[src/rtl/countdown_timer_if.sv]
// ---------------------------------------------------------------------------
// countdown_timer_if
//
// Bundles the control inputs and display/status outputs of the game
// time-limit counter.
//
//   btn_origin  start/pause button level (debounced, not edge-detected)
//   load        level: reload the preset time, return to IDLE
//   bonus       one-tick pulse: add 10.0 s
//   tenth, sec0, sec1, min0, min1   BCD digits of MM:SS.t
//   running     timer is counting down
//   expired     timer reached 00:00.0 and is latched there
//   time_up     one-tick pulse when the timer expires
//   warning     low-time indicator
//
// master: the game side (drives controls, reads digits/status)
// slave : the timer itself
// ---------------------------------------------------------------------------
`timescale 1ns/1ps
interface countdown_timer_if;
  logic       btn_origin;
  logic       load;
  logic       bonus;
  logic [3:0] tenth;
  logic [3:0] sec0;
  logic [3:0] sec1;
  logic [3:0] min0;
  logic [3:0] min1;
  logic       running;
  logic       expired;
  logic       time_up;
  logic       warning;

  modport master (
    output btn_origin, load, bonus,
    input  tenth, sec0, sec1, min0, min1,
    input  running, expired, time_up, warning
  );

  modport slave (
    input  btn_origin, load, bonus,
    output tenth, sec0, sec1, min0, min1,
    output running, expired, time_up, warning
  );
endinterface

[src/rtl/countdown_timer.sv]
// ---------------------------------------------------------------------------
// countdown_timer
//
// Game time-limit counter. Holds a BCD time MM:SS.t that starts at the
// parameter preset and counts down one tenth per clk_10Hz tick while in RUN.
// A rising edge of the start/pause button toggles IDLE->RUN, RUN<->PAUSE.
// Bonus pulses add 10.0 s (saturating at 59:59.9). Reaching 00:00.0 moves to
// DONE, which is only left through load or rst.
//
// Ports:
//   clk_10Hz  tick clock, one tick = 0.1 s
//   rst       asynchronous, active-high reset (back to preset, IDLE)
//   tmr       countdown_timer_if.slave: controls in, digits/status out
//
// Per-tick priority: load > button edge > bonus/decrement.
// Digit index 0 is tenths, 1 sec0, 2 sec1, 3 min0, 4 min1.
// ---------------------------------------------------------------------------
`timescale 1ns/1ps
module countdown_timer #(
  parameter int INIT_MIN1 = 0,
  parameter int INIT_MIN0 = 2,
  parameter int INIT_SEC1 = 0,
  parameter int INIT_SEC0 = 0,
  parameter int WARN_SEC  = 10
) (
  input  logic             clk_10Hz,
  input  logic             rst,
  countdown_timer_if.slave tmr
);

  localparam logic [1:0] ST_IDLE  = 2'd0;
  localparam logic [1:0] ST_RUN   = 2'd1;
  localparam logic [1:0] ST_PAUSE = 2'd2;
  localparam logic [1:0] ST_DONE  = 2'd3;

  // What happens to the digit registers this tick.
  localparam logic [1:0] OP_HOLD  = 2'd0;
  localparam logic [1:0] OP_LOAD  = 2'd1;
  localparam logic [1:0] OP_DEC   = 2'd2;
  localparam logic [1:0] OP_BONUS = 2'd3;

  localparam logic [6:0] WARN_LIM = 7'(WARN_SEC);

  // Largest legal value of each digit position (seconds/minutes tens are 5).
  function automatic logic [3:0] dig_max(input int i);
    return (i == 2 || i == 4) ? 4'd5 : 4'd9;
  endfunction

  // Preset value of each digit position; the tenths preset is always 0.
  function automatic logic [3:0] preset_digit(input int i);
    case (i)
      1:       return 4'(INIT_SEC0);
      2:       return 4'(INIT_SEC1);
      3:       return 4'(INIT_MIN0);
      4:       return 4'(INIT_MIN1);
      default: return 4'd0;
    endcase
  endfunction

  logic [1:0] state_q, state_d;
  logic [1:0] op;
  logic       btn_delay_q;
  logic       btn_edge;
  logic       time_up_q, time_up_d;
  logic       running_q, expired_q;

  logic [3:0] cnt_q   [5];
  logic [3:0] cnt_d   [5];
  logic [3:0] dec_v   [5];
  logic [3:0] add_src [5];
  logic [3:0] inc_v   [5];
  logic [3:0] bonus_v [5];
  logic [4:0] cnt_nz;
  logic [4:0] dec_nz;
  logic       cnt_zero;
  logic       dec_zero;
  logic       inc_ovf;
  logic [6:0] secs;

  assign btn_edge = tmr.btn_origin & ~btn_delay_q;
  assign cnt_zero = ~|cnt_nz;
  assign dec_zero = ~|dec_nz;

  // Subtract one tenth with a BCD borrow chain. A zero count stays zero, so
  // the counter can never wrap below 00:00.0.
  always_comb begin : dec_chain
    logic b;
    b = ~cnt_zero;
    for (int i = 0; i < 5; i++) begin
      dec_v[i] = cnt_q[i];
      if (b) begin
        if (cnt_q[i] == 4'd0) begin
          dec_v[i] = dig_max(i);
        end else begin
          dec_v[i] = cnt_q[i] - 4'd1;
          b        = 1'b0;
        end
      end
    end
  end

  // Add 10.0 s by injecting a carry at sec1. A carry left over after min1
  // means the sum passed 59:59.9 and the result is saturated instead.
  always_comb begin : inc_chain
    logic c;
    c = 1'b1;
    for (int i = 0; i < 5; i++) begin
      inc_v[i] = add_src[i];
      if (i >= 2 && c) begin
        if (add_src[i] == dig_max(i)) begin
          inc_v[i] = 4'd0;
        end else begin
          inc_v[i] = add_src[i] + 4'd1;
          c        = 1'b0;
        end
      end
    end
    inc_ovf = c;
  end

  genvar gi;
  generate
    for (gi = 0; gi < 5; gi++) begin : g_digit
      assign cnt_nz[gi] = |cnt_q[gi];
      assign dec_nz[gi] = |dec_v[gi];

      // In RUN a bonus lands on the already-decremented value, so that
      // 00:00.1 + bonus becomes 00:10.0 rather than expiring first.
      assign add_src[gi] = (state_q == ST_RUN) ? dec_v[gi] : cnt_q[gi];
      assign bonus_v[gi] = inc_ovf ? dig_max(gi) : inc_v[gi];

      assign cnt_d[gi] = (op == OP_LOAD)  ? preset_digit(gi) :
                         (op == OP_DEC)   ? dec_v[gi]        :
                         (op == OP_BONUS) ? bonus_v[gi]      :
                                            cnt_q[gi];
    end
  endgenerate

  always_comb begin
    state_d   = state_q;
    time_up_d = 1'b0;
    op        = OP_HOLD;
    if (tmr.load) begin
      op      = OP_LOAD;
      state_d = ST_IDLE;
    end else begin
      case (state_q)
        ST_IDLE: begin
          if (btn_edge) begin
            // A zero preset expires immediately instead of entering RUN.
            if (cnt_zero) begin
              state_d   = ST_DONE;
              time_up_d = 1'b1;
            end else begin
              state_d = ST_RUN;
            end
          end else if (tmr.bonus) begin
            op = OP_BONUS;
          end
        end
        ST_RUN: begin
          if (btn_edge) begin
            state_d = ST_PAUSE;
          end else if (tmr.bonus) begin
            op = OP_BONUS;
          end else begin
            op = OP_DEC;
            if (dec_zero) begin
              state_d   = ST_DONE;
              time_up_d = 1'b1;
            end
          end
        end
        ST_PAUSE: begin
          if (btn_edge) begin
            state_d = ST_RUN;
          end else if (tmr.bonus) begin
            op = OP_BONUS;
          end
        end
        default: begin
          // DONE: hold at 00:00.0 until load or rst.
        end
      endcase
    end
  end

  always_ff @(posedge clk_10Hz or posedge rst) begin
    if (rst) begin
      state_q     <= ST_IDLE;
      btn_delay_q <= 1'b0;
      time_up_q   <= 1'b0;
      running_q   <= 1'b0;
      expired_q   <= 1'b0;
      for (int i = 0; i < 5; i++) begin
        cnt_q[i] <= preset_digit(i);
      end
    end else begin
      state_q     <= state_d;
      btn_delay_q <= tmr.btn_origin;
      time_up_q   <= time_up_d;
      running_q   <= (state_d == ST_RUN);
      expired_q   <= (state_d == ST_DONE);
      for (int i = 0; i < 5; i++) begin
        cnt_q[i] <= cnt_d[i];
      end
    end
  end

  // Whole seconds shown on the sec1/sec0 digits.
  assign secs = 7'({3'd0, cnt_q[2]} * 7'd10) + {3'd0, cnt_q[1]};

  assign tmr.tenth   = cnt_q[0];
  assign tmr.sec0    = cnt_q[1];
  assign tmr.sec1    = cnt_q[2];
  assign tmr.min0    = cnt_q[3];
  assign tmr.min1    = cnt_q[4];
  assign tmr.running = running_q;
  assign tmr.expired = expired_q;
  assign tmr.time_up = time_up_q;
  assign tmr.warning = ((state_q == ST_RUN) || (state_q == ST_PAUSE)) &&
                       (cnt_q[4] == 4'd0) && (cnt_q[3] == 4'd0) &&
                       (secs < WARN_LIM) && !cnt_zero;

endmodule

[src/flat_wrapper.sv]
// flat-port wrapper written by rule: the top's interface ports become plain ports
module countdown_timer_flat 
#(
  parameter int INIT_MIN1 = 0,
  parameter int INIT_MIN0 = 2,
  parameter int INIT_SEC1 = 0,
  parameter int INIT_SEC0 = 0,
  parameter int WARN_SEC  = 10
)
  (clk_10Hz, rst, tmr_btn_origin, tmr_load, tmr_bonus, tmr_tenth, tmr_sec0, tmr_sec1, tmr_min0, tmr_min1, tmr_running, tmr_expired, tmr_time_up, tmr_warning);
  countdown_timer_if tmr_i ();
  input  logic clk_10Hz;
  input  logic rst;
  input wire logic [$bits(tmr_i.btn_origin)-1:0] tmr_btn_origin;
  input wire logic [$bits(tmr_i.load)-1:0] tmr_load;
  input wire logic [$bits(tmr_i.bonus)-1:0] tmr_bonus;
  output wire logic [$bits(tmr_i.tenth)-1:0] tmr_tenth;
  output wire logic [$bits(tmr_i.sec0)-1:0] tmr_sec0;
  output wire logic [$bits(tmr_i.sec1)-1:0] tmr_sec1;
  output wire logic [$bits(tmr_i.min0)-1:0] tmr_min0;
  output wire logic [$bits(tmr_i.min1)-1:0] tmr_min1;
  output wire logic [$bits(tmr_i.running)-1:0] tmr_running;
  output wire logic [$bits(tmr_i.expired)-1:0] tmr_expired;
  output wire logic [$bits(tmr_i.time_up)-1:0] tmr_time_up;
  output wire logic [$bits(tmr_i.warning)-1:0] tmr_warning;
  assign tmr_i.btn_origin = tmr_btn_origin;
  assign tmr_i.load = tmr_load;
  assign tmr_i.bonus = tmr_bonus;
  assign tmr_tenth = tmr_i.tenth;
  assign tmr_sec0 = tmr_i.sec0;
  assign tmr_sec1 = tmr_i.sec1;
  assign tmr_min0 = tmr_i.min0;
  assign tmr_min1 = tmr_i.min1;
  assign tmr_running = tmr_i.running;
  assign tmr_expired = tmr_i.expired;
  assign tmr_time_up = tmr_i.time_up;
  assign tmr_warning = tmr_i.warning;
  countdown_timer #(.INIT_MIN1(INIT_MIN1), .INIT_MIN0(INIT_MIN0), .INIT_SEC1(INIT_SEC1), .INIT_SEC0(INIT_SEC0), .WARN_SEC(WARN_SEC)) u_core (.clk_10Hz(clk_10Hz), .rst(rst), .tmr(tmr_i));
endmodule
[config.mk]
export PLATFORM = sky130hd
export DESIGN_NAME = countdown_timer_flat
export DESIGN_NICKNAME = d
export VERILOG_FILES = /design/src/rtl/countdown_timer_if.sv /design/src/rtl/countdown_timer.sv /design/src/flat_wrapper.sv
export SDC_FILE = /design/constraint.sdc
export NUM_CORES = 1
export LEC_CHECK = 0
export CORE_MARGIN = 2
export CORE_UTILIZATION = 50
export DETAILED_ROUTE_END_ITERATION = 10
export PLACE_DENSITY = 0.73
export SLEW_MARGIN = 20
export SYNTH_ARGS = -nofsm -noshare
export SYNTH_HDL_FRONTEND = slang
export SYNTH_SLANG_ARGS = --single-unit
[constraint.sdc]
create_clock -name clk_10Hz -period 11.55 [get_ports clk_10Hz]
set_clock_uncertainty 0.05 [all_clocks]
set_input_delay 1.7325 -clock clk_10Hz [delete_from_list [all_inputs] [get_ports clk_10Hz]]
set_output_delay 1.7325 -clock clk_10Hz [all_outputs]
set_load 0.005 [all_outputs]
==> Word level (Yosys, flattened, before mapping) <==
Cells that the tools add are included.
{ "op_classes": {"eq_ne": 10, "shift": 0, "div": 0, "bitwise_logic": 2, "n_addsub": 9, "n_mul": 1, "mux": 74, "n_lt_le_gt_ge": 1, "n_reduce_logical": 17} }
{ "ops": {"columns": ["operator", "n"], "rows": [
  ["$mux W4", 40],
  ["$reduce_or A20 Y1", 2],
  ["$mux W2", 11],
  ["$logic_not A4 Y1", 5],
  ["$mux W1", 20],
  ["$sub A4 B1 Y4 const B", 5],
  ["$add A4 B1 Y4 const B", 3],
  ["$eq A2 B2 Y1 const B", 4],
  ["$eq A4 B3 Y1 const B", 2],
  ["$add A7 B4 Y7", 1],
  ["$lt A7 B4 Y1 const B", 1],
  ["$eq A2 B1 Y1 const B", 3],
  ["$mul A4 B3 Y6 const B", 1],
  ["$pmux W2 S3", 1],
  ["$eq A4 B4 Y1 const B", 1],
  ["$logic_and A1 B1 Y1", 4],
  ["$pmux W2 S2", 1],
  ["$reduce_bool A4 Y1", 1],
  ["$reduce_bool A3 Y1", 1],
  ["$logic_not A2 Y1", 1],
  ["$pmux W1 S2", 1],
  ["$reduce_and A2 Y1", 1],
  ["$reduce_or A2 Y1", 1],
  ["$and A1 B1 Y1", 1],
  ["other kinds (2)", 2]
]} }
{ "word_totals": {"latchBits": 0, "register_bits": 26, "mem_bits_ro": 0, "output_inout_bits": 24, "input_bits": 5, "mem_bits_rw": 0, "n_memories": 0} }

==> Depth between registers and ports, before layout <==
Gate-level depths: netlist (run 1).
{ "logic_depth": {"word_depth": 15, "depth_mapped": 17, "depth_no_buf": 16} }

==> Least setup slack after synthesis (run 1) <==
OpenSTA, ideal clock, no wires.
{ "synth_path": {"kind": "input -> register", "startpoint": "in tmr_btn_origin", "endpoint": "reg u_core.cnt_q, in the netlist u_core.tmr.tenth[2]", "arrival_ns": 3.825, "path_stages": 9, "setup_ns": 0.067, "n_path_buf": 2, "slack_ns": 7.607, "cell_sequence": "nor2b_1 > clkbuf_1 > or4_1 > ha_1 > clkbuf_1 > nor2_1 > nand2_1 > nor2_2 > a32o_1"} }
{ "synth_between": {"elab_chain_len": 7, "elab_cells_between_ends": 13, "cone_classes": "3 x eq/ne; 6 x mux; 1 x bitwise; 3 x reduce/logical"} }
{ "synth_rtl": {"columns": ["element", "line_no", "rtl"], "rows": [
  ["from (decl)", "flat_wrapper.sv:14", "input wire logic [$bits(tmr_i.btn_origin)-1:0] tmr_btn_origin;"],
  ["$and A1 B1 Y1 *", "countdown_timer.sv:80", "assign btn_edge = tmr.btn_origin & ~btn_delay_q;"],
  ["$mux W2, on equally long branches", "countdown_timer.sv:175, countdown_timer.sv:162", null],
  ["$pmux W2 S2 *", "countdown_timer.sv:147", "case (state_q)"],
  ["$mux W2 *", "countdown_timer.sv:143", "if (tmr.load) begin"],
  ["$eq A2 B2 Y1, or another cell as far along", "countdown_timer.sv:133", "(op == OP_DEC) ? dec_v[gi] :"],
  ["$reduce_bool A4 Y1 (no line), or another cell as far along", null, null],
  ["$reduce_and A2 Y1 (no line) or $mux W4 (tied branches)", null, null],
  ["to (signal, indexed assignment)", "countdown_timer.sv:196", "cnt_q[i] <= preset_digit(i);"],
  ["to (signal, indexed assignment)", "countdown_timer.sv:205", "cnt_q[i] <= cnt_d[i];"],
  ["to (decl)", "countdown_timer.sv:67", "logic [3:0] cnt_q [5];"]
]} }
Mark *: on every way between the ends. The rest lies on a longest branch, timed or not.
A chain may end at the register's enable or synchronous reset.

==> Final worst setup path (run 1) <==
{ "layout_path": {"startpoint": "reg u_core.cnt_q, in the netlist u_core.tmr.sec1[1]", "endpoint": "out tmr_warning"} }
{ "layout_between": {"elab_chain_len": 5, "elab_cells_between_ends": 6, "cone_classes": "1 x add/sub; 1 x mul; 1 x order compare; 3 x reduce/logical"} }
{ "layout_rtl": {"columns": ["element", "line_no", "rtl"], "rows": [
  ["$mul A4 B3 Y6", "countdown_timer.sv:211", "assign secs = 7'({3'd0, cnt_q[2]} * 7'd10) + {3'd0, cnt_q[1]};"],
  ["$add A7 B4 Y7", "countdown_timer.sv:211", null],
  ["$lt A7 B4 Y1", "countdown_timer.sv:223", "(secs < WARN_LIM) && !cnt_zero;"],
  ["$logic_and A1 B1 Y1", "countdown_timer.sv:222", "(cnt_q[4] == 4'd0) && (cnt_q[3] == 4'd0) &&"],
  ["$logic_and A1 B1 Y1 *", "countdown_timer.sv:223", null],
  ["to (decl)", "flat_wrapper.sv:25", "output wire logic [$bits(tmr_i.warning)-1:0] tmr_warning;"]
]} }
Marks and branches as above.

==> results of run 1 <==
-- sequential cells by signal, indices dropped and copies added (netlist names) --
register            flops
u_core.tmr.min0         4
u_core.tmr.min1         4
u_core.tmr.sec0         4
u_core.tmr.sec1         4
u_core.tmr.tenth        4
u_core.state_q          2
u_core.btn_delay_q      1
u_core.tmr.expired      1
u_core.tmr.running      1
u_core.tmr.time_up      1
-- Yosys cell counts, types with 4 or more instances --
library cell and instances:
ha_1 19, or3_1 8, o21ai_1 6, dfrtp_1 25, mux2i_1 4, inv_1 22
nand4_1 5, o211ai_1 4, xnor2_1 4, a21o_1 5, clkbuf_1 19, nor4_1 9
a21oi_1 31, xor2_1 4, nor2_1 36, nor3_1 20, a31oi_1 8, nor2b_1 10
o22ai_1 4, nand2b_1 5, nand3_1 14, nand2_1 26, o21ai_0 18
-- worst paths after layout --
kind | startpoint | endpoint | slack, ps | depth (start not counted)
hold reg to reg | u_core.tmr.min0[1]$_DFFE_PP1P_ | u_core.tmr.min0[1]$_DFFE_PP1P_ | 560 | 2
min in group asynchronous | rst | u_core.btn_delay_q$_DFF_PP0_ | 1760 | 2
setup reg to reg | u_core.state_q[1]$_DFF_PP0_ | u_core.tmr.sec0[2]$_DFFE_PP0P_ | 7070 | 15
max in group asynchronous | rst | u_core.tmr.min1[3]$_DFFE_PP0P_ | 9310 | 2
setup / recovery | u_core.tmr.sec1[1]$_DFFE_PP0P_ | tmr_warning | 6610 | 8
hold / removal | u_core.tmr.min0[1]$_DFFE_PP1P_ | u_core.tmr.min0[1]$_DFFE_PP1P_ | 560 | 2
-- metrics by stage --
stage	hold WS [ps]	power (µW)	cell area, µm²	utilization	setup WS (ps)
floorplan	513	357	2840	-	7610
global placement	541	446	3130	0.569	6810
detailed placement	532	448	3130	0.569	6720
CTS	553	531	3200	0.581	6640
global route	590	578	3200	0.581	6430
finish	558	537	3200	0.581	6610
-- layout make-up --
cell class	count	area share
repair buffers	29	0.0899
well taps	72	0.0281
clock inverters	1	0.00938
clock buffers	3	0.0129
multi-input cells	301	0.630
flip-flops and latches	26	0.204
inverters	22	0.0258
-- logic make-up after synthesis --
logic type,Yosys count,synth area share
AO/OA/AOI/OAI,108,0.260
XOR/XNOR,8,0.0247
adder cells (fa/ha/maj),21,0.0978
buffers and inverters,44,0.0595
flip-flops,26,0.230
multiplexers,5,0.0181
AND/OR/NAND/NOR,159,0.310
-- per-layer routing --
layer,vias up,routed length [µm]
met5,-,0
met4,0,93
met3,9,620
met2,145,3720
met1,1347,3530
li1,1388,-
-- report_power, final --
| part | switching, µW | internal (µW) | leakage, µW | total [µW] |
|---|---|---|---|---|
| sequential | 41.6 | 106 | 0.000347 | 148 |
| clock | 36.5 | 46.6 | 0.0000357 | 83.1 |
| combinational | 176 | 130 | 0.000922 | 306 |
-- critical path, stage by stage (launching register included) --
cell and delay, ps:
dfrtp_1 700, ha_1 330, ha_1 220, fa_1 510, inv_1 40, o21ai_0 150
a21oi_1 90, nor4_1 280, clkdlybuf4s50_1 550
==> flow_summary.json, run 1 <==
{
  "yosys_warnings": 0,
  "critPathMaxFanout": 15,
  "grt_remaining_overflow": 0,
  "cts.repair.resized": 0,
  "avgSynthCellArea_um2": 7.65,
  "placed_cells": 450,
  "async_flop_share": 1.00,
  "synth_area_um2": 2840,
  "cts_setup_buffers": 0,
  "drc": 0,
  "fillCellCount": 524,
  "synth_edf_count": 0,
  "grt_usage": 0.259,
  "slew_headroom": 0.501,
  "powerDensity_nw_per_um2": 168,
  "layoutNonFillerInstCount": 454,
  "nets": 409,
  "post-route-min-period_ps": 4940,
  "finalSetupViolCount": 0,
  "slew_violations": 0,
  "syn_nets": 397,
  "tightest_slew_ps": 741,
  "final_common_cell": "nor2_1",
  "num_vias": 2889,
  "finalSetupTns_ps": 0,
  "ios": 29,
  "startpoint_type": "flip-flop",
  "cts_root_buf": "clkbuf_8",
  "gp_congestion": 0.898,
  "syn2layout_area_growth_pct": 12.8,
  "met1_usage": 0.370,
  "grt_pass1_wl_um": 12900,
  "drt-wirelength-per-cell_um": 17.5,
  "synth.top_cell.area_share": 0.220,
  "cp_data_arrival_time_ps": 3160,
  "die_h_um": 79.4,
  "synth_cell_types": 69,
  "ys_ff_latch": 26,
  "fp-row-count": 27,
  "use_met2": 0.424,
  "criticalPathCategory": "reg -> out",
  "diodes": 0,
  "register_area_um2": 652,
  "hold_class": "reg -> reg",
  "clkTransAtPathRegs_ps": 110,
  "cts-htree-levels": 1,
  "die_x_um": 79.4,
  "cts_sinks": 26,
  "irDropWorstVdd_mv": 0.0794,
  "grt_max_degree": 27,
  "max_cap_viol_count": 0,
  "max_freq_mhz": 202,
  "use_met3": 0.0307,
  "numCtsBuffers": 3,
  "netlist_instances": 371,
  "grt_pass1_vias": 2576,
  "clock_latency_ps": 290,
  "timing_hold_violations_final": 0,
  "initial_core_util": 0.516,
  "status": "finished clean",
  "final_cell_mix": "nor2_1 (36), a21oi_1 (31), clkdlybuf4s50_1 (28)",
  "cts_tree": "yes",
  "io_buffers": 28,
  "endpoint_kind": "output port",
  "synth_largest_area_cell": "dfrtp_1",
  "dr.pass1.iters": 5,
  "multi_input_area_um2": 2020,
  "antenna_found_initial": 0,
  "power.leakage_uw": 0.00130,
  "busiest_layer": "met2",
  "hpwl_um": 5750,
  "cp.required_ps": 9770,
  "ys_seq_area_frac": 0.230,
  "rsz0062_at_grt": "false",
  "routed_wl_um": 7960,
  "synth-main-ff-cell": "dfrtp_1",
  "drive_above_1_share": 0.0812,
  "ctsHoldBuffers": 0,
  "drt_first_iter_violations": 372,
  "vias_per_cell": 6.36,
  "die-area_um2": 6300,
  "clockBufferDepth": 2,
  "layout_worst_path_cycle_share": 0.428,
  "synthTopCellsByArea": "dfrtp_1 (22%), ha_1 (8.4%), a21oi_1 (5.5%)",
  "ant_nets": 0,
  "core-area_um2": 5510
}
Power figures use the tool's default switching activity.
==> run 2, diff against run 1 <==
- clock period: 11.55 -> 4.7 ns (I/O delays scaled with it)
==> run 2 against run 1 <==
Utilization rose by 1.2 points; sequential power rose by 140%; sequential cell count did not move; sequential share of layout area fell by 0.42 points; critical endpoint is now u_core.tmr.tenth[2]$_DFFE_PP0P_; largest power group unchanged; highest routed layer unchanged.
==> flow_summary.json, run 2 (synthesis results as in run 1) <==
{
  "clockBufferDepth": 2,
  "powerDensity_nw_per_um2": 403,
  "core-area_um2": 5510,
  "max_cap_viol_count": 0,
  "ios": 29,
  "finalSetupViolCount": 0,
  "die-area_um2": 6300,
  "slowest_delay_ps": 560,
  "final_cell_mix": "nor2_1 (36), a21oi_1 (31), clkdlybuf4s50_1 (28)",
  "post-route-min-period_ps": 4280,
  "num_vias": 2911,
  "vias_per_cell": 6.29,
  "critPathMaxFanout": 8,
  "grt_remaining_overflow": 0,
  "drt_first_iter_violations": 309,
  "irDropWorstVdd_mv": 0.222,
  "cts_sinks": 26,
  "drc": 0,
  "ant_nets": 0,
  "max_freq_mhz": 233,
  "io_buffers": 28,
  "numCtsBuffers": 3,
  "rsz0062_at_grt": "false",
  "cp_cell_sequence": "inv_1, ha_1, nor3b_2, nand2_1, nor2_1, mux2i_1, a21o_1, ha_1, nor2b_1, o311ai_0, o41a_1, a21o_4, nor4_4, nor2_2, a21o_1, a32o_1",
  "cp.required_ps": 4830,
  "power.leakage_uw": 0.00135,
  "grt_max_degree": 27,
  "place_ws_ps": 536,
  "diodes": 0,
  "criticalPathCategory": "reg -> reg",
  "drt-wirelength-per-cell_um": 17.2,
  "slew_violations": 0,
  "critPathSlowestCell": "nor4_4",
  "fp-row-count": 27,
  "syn2layout_area_growth_pct": 15.2,
  "cp_data_arrival_time_ps": 4410,
  "hpwl_um": 5920,
  "endpoint_kind": "flip-flop",
  "grt_usage": 0.266,
  "slew_headroom": 0.478,
  "hold_slack_ps": 548,
  "initial_core_util": 0.516,
  "gp_congestion": 0.954,
  "cts_root_buf": "clkbuf_8",
  "finalSetupTns_ps": 0,
  "cts-htree-levels": 1,
  "status": "finished clean",
  "die_h_um": 79.4,
  "startpoint_type": "flip-flop",
  "antenna_found_initial": 0,
  "total_power_uw": 1320,
  "die_x_um": 79.4,
  "fin_ws_ps": 416,
  "dr.pass1.iters": 5,
  "grt_pass1_vias": 2706,
  "tightest_slew_ps": 774,
  "clock_latency_ps": 290,
  "cts_tree": "yes",
  "clkTransAtPathRegs_ps": 110,
  "grt_pass1_wl_um": 13300,
  "ctsHoldBuffers": 0,
  "layout_worst_path_cycle_share": 0.911,
  "drive_above_1_share": 0.102,
  "cts_setup_buffers": 0,
  "timing_hold_violations_final": 0,
  "final_common_cell": "nor2_1",
  "cts.repair.resized": 0,
  "crit_family": "simple AND/OR/NAND/NOR gates",
  "crit_buf_inv": 1,
  "routed_wl_um": 7970,
  "nets": 418,
  "hold_class": "reg -> reg"
}
==> run 2: power breakdown <==
group / leakage [µW] / switching [µW] / internal, µW
Combinational: 0.000970 / 445 / 326
Sequential: 0.000347 / 87.4 / 262
Clock: 0.0000357 / 84.3 / 114
Total: 0.00135 / 616 / 701
==> run 2: tightest hold or removal path: stages, from the launching register on <==
cell	delay, ps
dfstp_2	440
nor2b_1	120
a21oi_1	50
==> run 2: final timing paths <==
check / startpoint / end / slack [ps] / cells past startpoint
max: u_core.tmr.tenth[0]$_DFFE_PP0P_ / u_core.tmr.tenth[2]$_DFFE_PP0P_ / 420 / 16
max reg2reg: u_core.tmr.tenth[0]$_DFFE_PP0P_ / u_core.tmr.tenth[2]$_DFFE_PP0P_ / 420 / 16
min: u_core.tmr.min0[1]$_DFFE_PP1P_ / u_core.tmr.min0[1]$_DFFE_PP1P_ / 550 / 2
min reg2reg: u_core.tmr.min0[1]$_DFFE_PP1P_ / u_core.tmr.min0[1]$_DFFE_PP1P_ / 550 / 2
min in group asynchronous: rst / u_core.tmr.min0[3]$_DFFE_PP0P_ / 750 / 2
max in group asynchronous: rst / u_core.tmr.min1[2]$_DFFE_PP0P_ / 3460 / 2
==> run 2: metal layers <==
layer	wire (µm)	vias to the layer above	part of all wire	global-route usage
li1	-	1411	-	-
met1	3640	1349	0.46	0.383
met2	3560	133	0.45	0.404
met3	599	18	0.075	0.0352
met4	178	0	0.022	0.103
met5	0	-	0	0
==> run 2: area by class of cell <==
type,count,area [µm²]
well taps,72,90.1
fillers,526,2240
repair buffers,38,355
clock inverters,1,30.0
flip-flops and latches,26,652
inverters,22,82.6
clock buffers,3,41.3
multi-input cells,301,2020
==> run 2: through the flow <==
stage               std cells  cell area (µm²)  utilization
global route              463             3270        0.594
floorplan                 371             2840            -
CTS                       463             3270        0.594
global placement          459             3200        0.581
finish                    463             3270        0.594
detailed placement        459             3200        0.581
